`src/rtl/q_pipe_pkg.sv`:
```
// Shared types for the self-timed pipeline buffer: FSM state encodings and handshake mode selectors.
// No logic lives here.
package q_pipe_pkg;

  localparam int PHASE_4 = 0;
  localparam int PHASE_2 = 1;

  typedef enum logic {
    IN_IDLE,
    IN_HOLD
  } in_state_t;

  typedef enum logic [1:0] {
    OUT_IDLE,
    OUT_REQ,
    OUT_RTZ
  } out_state_t;

endpackage

```
`src/rtl/q_sync.sv`:
```
// Multi-flop synchronizer that brings an asynchronous handshake wire into clk.
// Latency SYNC cycles; no backpressure.
module q_sync #(
  parameter int SYNC = 2
) (
  input  logic clk,
  input  logic rst,
  input  logic d,
  output logic q
);

  logic [SYNC-1:0] ff;

  always_ff @(posedge clk or negedge rst) begin
    if (!rst) begin
      ff <= '0;
    end else begin
      ff <= {ff[SYNC-2:0], d};
    end
  end

  assign q = ff[SYNC-1];

endmodule

```
`src/rtl/q_pipe_buffer.sv`:
```
// Circular buffer bridging an asynchronous req/ack producer to an asynchronous req/ack consumer.
// Latency SYNC+1 from r_in edge to a_in; a full buffer withholds a_in until a slot frees.
module q_pipe_buffer
  import q_pipe_pkg::*;
#(
  parameter int WIDTH     = 8,
  parameter int DEPTH     = 4,
  parameter int SYNC      = 2,
  parameter int TWO_PHASE = 0
) (
  input  logic                       clk,
  input  logic                       rst,
  input  logic                       r_in,
  input  logic [WIDTH-1:0]           d_in,
  output logic                       a_in,
  output logic                       r_out,
  output logic [WIDTH-1:0]           d_out,
  input  logic                       a_out,
  output logic                       full,
  output logic                       empty,
  output logic [$clog2(DEPTH+1)-1:0] count
);

  localparam int PW = $clog2(DEPTH);
  localparam int CW = $clog2(DEPTH+1);
  localparam logic [CW-1:0] DEPTH_C = CW'(DEPTH);
  localparam bit TP = (TWO_PHASE == PHASE_2);

  logic rs;
  logic as;

  q_sync #(.SYNC(SYNC)) u_sync_req (.clk(clk), .rst(rst), .d(r_in),  .q(rs));
  q_sync #(.SYNC(SYNC)) u_sync_ack (.clk(clk), .rst(rst), .d(a_out), .q(as));

  logic [WIDTH-1:0] mem [DEPTH];
  logic [PW-1:0]    wr_ptr;
  logic [PW-1:0]    rd_ptr;
  logic [CW-1:0]    count_nxt;

  in_state_t  in_state,  in_state_nxt;
  out_state_t out_state, out_state_nxt;
  logic       a_in_nxt;
  logic       r_out_nxt;
  logic       push;
  logic       pop;
  logic       load;

  // Input side: decisions use the registered full flag, so a slot freed by a pop
  // becomes visible to the producer one cycle later.
  always_comb begin
    in_state_nxt = in_state;
    a_in_nxt     = a_in;
    push         = 1'b0;
    if (TP) begin
      if ((rs != a_in) && !full) begin
        push     = 1'b1;
        a_in_nxt = ~a_in;
      end
    end else begin
      case (in_state)
        IN_IDLE: if (rs && !full) begin
          push         = 1'b1;
          a_in_nxt     = 1'b1;
          in_state_nxt = IN_HOLD;
        end
        IN_HOLD: if (!rs) begin
          a_in_nxt     = 1'b0;
          in_state_nxt = IN_IDLE;
        end
        default: in_state_nxt = IN_IDLE;
      endcase
    end
  end

  // Output side: d_out is loaded only when a new request is issued.
  always_comb begin
    out_state_nxt = out_state;
    r_out_nxt     = r_out;
    load          = 1'b0;
    pop           = 1'b0;
    if (TP) begin
      case (out_state)
        OUT_IDLE: if (!empty) begin
          load          = 1'b1;
          r_out_nxt     = ~r_out;
          out_state_nxt = OUT_REQ;
        end
        OUT_REQ: if (as == r_out) begin
          pop           = 1'b1;
          out_state_nxt = OUT_IDLE;
        end
        default: out_state_nxt = OUT_IDLE;
      endcase
    end else begin
      case (out_state)
        OUT_IDLE: if (!empty) begin
          load          = 1'b1;
          r_out_nxt     = 1'b1;
          out_state_nxt = OUT_REQ;
        end
        OUT_REQ: if (as) begin
          pop           = 1'b1;
          r_out_nxt     = 1'b0;
          out_state_nxt = OUT_RTZ;
        end
        OUT_RTZ: if (!as) begin
          out_state_nxt = OUT_IDLE;
        end
        default: out_state_nxt = OUT_IDLE;
      endcase
    end
  end

  assign count_nxt = count + CW'(push) - CW'(pop);

  always_ff @(posedge clk or negedge rst) begin
    if (!rst) begin
      in_state  <= IN_IDLE;
      out_state <= OUT_IDLE;
      a_in      <= 1'b0;
      r_out     <= 1'b0;
      d_out     <= '0;
      wr_ptr    <= '0;
      rd_ptr    <= '0;
      count     <= '0;
      full      <= 1'b0;
      empty     <= 1'b1;
    end else begin
      in_state  <= in_state_nxt;
      out_state <= out_state_nxt;
      a_in      <= a_in_nxt;
      r_out     <= r_out_nxt;
      if (load) d_out <= mem[rd_ptr];
      if (push) wr_ptr <= wr_ptr + PW'(1);
      if (pop)  rd_ptr <= rd_ptr + PW'(1);
      count     <= count_nxt;
      full      <= (count_nxt == DEPTH_C);
      empty     <= (count_nxt == '0);
    end
  end

  // Storage holds no state that matters after reset, so it is left unreset.
  always_ff @(posedge clk) begin
    if (push) mem[wr_ptr] <= d_in;
  end

endmodule

```
`config.mk`:
```
export PLATFORM = sky130hd
export DESIGN_NAME = q_pipe_buffer
export DESIGN_NICKNAME = d
export VERILOG_FILES = /design/src/rtl/q_pipe_pkg.sv /design/src/rtl/q_sync.sv /design/src/rtl/q_pipe_buffer.sv
export SDC_FILE = /design/constraint.sdc
export NUM_CORES = 1
export LEC_CHECK = 0
export BUFFER_PORTS_ARGS = -buffer_cell sky130_fd_sc_hd__clkbuf_2
export CORE_MARGIN = 2
export CORE_UTILIZATION = 44
export DETAILED_ROUTE_END_ITERATION = 12
export HOLD_SLACK_MARGIN = 0.03
export PLACE_DENSITY_LB_ADDON = 0.3
export SYNTH_ARGS = -nofsm -noshare
export SYNTH_HDL_FRONTEND = slang
export SYNTH_SLANG_ARGS = --single-unit
```
`constraint.sdc`:
```
create_clock -name clk -period 2.6 [get_ports clk]
set_input_delay 0.26 -clock clk [delete_from_list [all_inputs] [get_ports clk]]
set_output_delay 0.26 -clock clk [all_outputs]
set_load 0.02 [all_outputs]
```
==> results list <==
- Gr usage total: 14.6%
- Hold depth: 1
- Global routing consumed, on the met3 layer, 8.33% of the routing resources.
- Worst setup path category: reg2reg
* CP most frequent cell: inv_1
- DRC violation count after routing: 0
- The net count of the finished layout is 172.
- After global routing the overflow that remains totals 0.
* Final critical delay including setup and external delays: 2.32 ns
- Slowest cell on crit path: dfrtp_1
* Site Rows: 26
* Post-synthesis to final-layout area growth: 21.3%
- The min-delay analysis places its worst path in the category in2reg.
- For this design the top-level I/O count stands at 27.
- Clock tree synthesis found a total of 58 sinks.
* Async SR Flop Fraction: 44.8%
* Starting density of the core: 44.8%
- Critical path launch point type: flop
- The completed layout was analyzed and its total power is 0.00338 W.
- Maximum clock insertion buffer count: 2
* Final period util: 89.4%
- In this run the tightest slew margin relative to its limit is 55.4%.
* Number of global-route vias before repair: 1140
- Dividing the synthesized area by the synthesized cell count gives 19.8 sq um.
* Kind of end point of the critical path: flop
- Max-cap violations in this run came to 0.
- Yosys mapped a number of flops with a built-in enable equal to 32.
- The number of cells on the worst reg-to-reg path is 9.
- Most used DFF post-synth: edfxtp_1
- Number of vias in the routed layout: 1078
- TritonCTS built the clock tree.
- For this run, global-route usage on met1 was measured as 16.8%.
* Count of final hold-check violations: 0
- The signal on the critical path passes through nand3b_1, inv_1, ha_1, inv_1, ha_1, inv_1, fa_1, xor3_1, nor3b_1.
- Sequential-to-total area share from yosys stat: 71.5%
- Wires add up to 3.54 mm.
- Clock-pin slew was measured on the worst setup and hold paths at 0.07 ns.
* Unrepaired setup endpoints after global routing: no
- After synthesis, the netlist uses 27 different library cells.
- Fraction of final layout cells sized beyond drive strength 1: 39.9%
* WHS Endpoint: mem[3][1]$_DFFE_PP_
- Hold_sp: d_in[1]
* Leading cell type in the layout, fill and taps excluded: edfxtp_1
* Slew Limit Fails: 0
* Pin count of the biggest net entering global routing: 27
- For this run, the slowest stage of the critical path takes 0.45 ns.
- Setup violations remaining at the end of the flow were counted as 0.
- Number of warnings reported in the yosys synthesis log: 0
* Outcome: completed
- Dividing total power by cell area gives a power density of 1230 nW/um^2.
- Residual antenna-violating net count after detailed routing: 0
- In the routed layout, each cell is associated on average with a via count of 4.73.
- In this run, the number of DRC markers left after iteration 0 of detailed routing was 22.
* Dominant delay contributor by cell family on the critical path: adder cells
- Total core area: 5040 sq um
- On the final layout, the worst clock skew is 0.00740 ns.
- Clock root buffer master: clkbuf_8
- Half-perimeter wire length after detailed placement: 2.38 mm
* Crit path buffers/inverters: 3
* 1st-pass router iterations: 4
* Number of setup buffers added after CTS: 0
* Layer with the highest usage after global routing: met2
- Critical R2R Capture: full$_DFF_PN0_
- Post-synthesis instance area: 2260 sq um
- STA puts the critical path data required time at 2.84 ns.
- Antenna violations before repair: 0
- Maximum frequency from static timing analysis: 0.430 GHz
* Peak VDD IR: 0.514 mV
- Counting the buffers created by CTS gives 9.
* Worst-path maximum fanout: 5
* Cells after synthesis: 114
- In this run the critical register-to-register path is launched from out_state[1]$_DFFE_PN0P_.
- For the pin with the worst max-slew slack, the measured transition is 0.668 ns.
* Wire length of the first global-routing pass: 5.58 mm
- Measured along the y axis, the die boundary spans 75.6 um.
- The floorplan step set the die width to 75.6 um.
* Gpl congestion: 0.697
- In this run the register-to-register setup slack is 0.28 ns.
- Antenna cell count: 0
- Leakage power: 1.12 nW
- Area enclosed by the die boundary: 5720 sq um
* Later-pin clock latency in the skew report: 0.33 ns
* Data arrival, critical path: 2.56 ns
* Most frequent cells in the layout: edfxtp_1 (32), clkbuf_2 (26), dfrtp_1 (25), clkbuf_8 (9)
- For met2 alone, demand over resource in global routing was 23.0%.
- Register bit count reported by yosys: 58
- When the netlist entered floorplanning its net count stood at 133.
* Htree depth: 3
- WL per Instance: 15.5 um
- In the final timing run, aggregate negative setup slack is 0 ns.
* Input/output buffers: 26
[per-layer routing]
| metal | routed length, um | up-vias |
|---|---|---|
| met5 | 0 | - |
| li1 | - | 502 |
| met2 | 1840 | 23 |
| met1 | 1500 | 549 |
| met4 | 25 | 0 |
| met3 | 174 | 4 |
[report_power, final]
| group | internal [W] | switching (W) |
|---|---|---|
| clock | 0.000634 | 0.000356 |
| combinational | 0.000532 | 0.000439 |
| sequential | 0.00120 | 0.000212 |
| total | 0.00237 | 0.00101 |
[worst max-delay path by stage]
stage,from,end,slack (ns),cells past startpoint
final,out_state[1]$_DFFE_PN0P_,full$_DFF_PN0_,0.28,9
after detailed placement,out_state[1]$_DFFE_PN0P_,full$_DFF_PN0_,0.26,9
after CTS,out_state[1]$_DFFE_PN0P_,full$_DFF_PN0_,0.25,9
after global routing,out_state[1]$_DFFE_PN0P_,full$_DFF_PN0_,0.1,9
after global placement,out_state[1]$_DFFE_PN0P_,full$_DFF_PN0_,0.42,9
after floorplan,full$_DFF_PN0_,full$_DFF_PN0_,0.25,9
[stage by stage]
| step | setup slack, ns | instances | hold slack (ns) | utilization [%] | instance area, sq um |
|---|---|---|---|---|---|
| floorplan | 0.248 | 114 | -0.0356 | - | 2260 |
| global placement | 0.421 | 209 | 0.315 | 48.9 | 2470 |
| detailed placement | 0.257 | 209 | 0.330 | 48.9 | 2470 |
| CTS | 0.254 | 228 | 0.128 | 54.3 | 2740 |
| global route | 0.0961 | 228 | 0.133 | 54.3 | 2740 |
| finish | 0.277 | 228 | 0.151 | 54.3 | 2740 |
[what timing repair did]
| action | CTS | global route |
|---|---|---|
| endpoints found under the hold margin | 27 | 0 |
| hold buffers | 3 | 0 |
| resized for setup | 0 | 0 |
[cells in the mapped netlist (3+ instances only)]
library cell	number	share of area, %
mux4_2	8	8.0
mux2_4	8	5.3
inv_1	8	1.3
edfxtp_1	32	43
and2_1	5	1.4
ha_1	6	3.3
xnor2_1	3	1.2
dfrtp_1	25	28
[worst reg2reg max path, cell delays in order (launching register included)]
cell and delay, ns:
dfrtp_1 0.45, nand3b_1 0.25, inv_1 0.09, ha_1 0.22, inv_1 0.07, ha_1 0.13, inv_1 0.05, fa_1 0.36
xor3_1 0.42, nor3b_1 0.19
[final cells by class]
class | instances | area, sq um
Tap cell | 70 | 87.6
Multi-Input combinational cell | 46 | 599
Clock inverter | 7 | 118
Inverter | 8 | 30.0
Fill cell | 401 | 2300
Timing Repair Buffer | 30 | 168
Clock buffer | 9 | 124
Sequential cell | 58 | 1610
[flip-flops by register name, summed over array words and instances (netlist names)]
register       count
mem               32
count              3
r_out              1
u_sync_ack.ff      2
empty              1
d_out              8
rd_ptr             2
a_in               1
full               1
in_state           1
u_sync_req.ff      2
wr_ptr             2
out_state          2
[logic make-up after synthesis]
kind of cell / Yosys count / synth area share [%]
compound gates: 5 / 1.72
simple gates: 12 / 4.21
mux: 17 / 13.8
xor+xnor: 5 / 2.61
buf+inv: 10 / 2.00
flops: 58 / 71.5
fa+ha+maj: 7 / 4.21
Power figures use the tool's default switching activity.
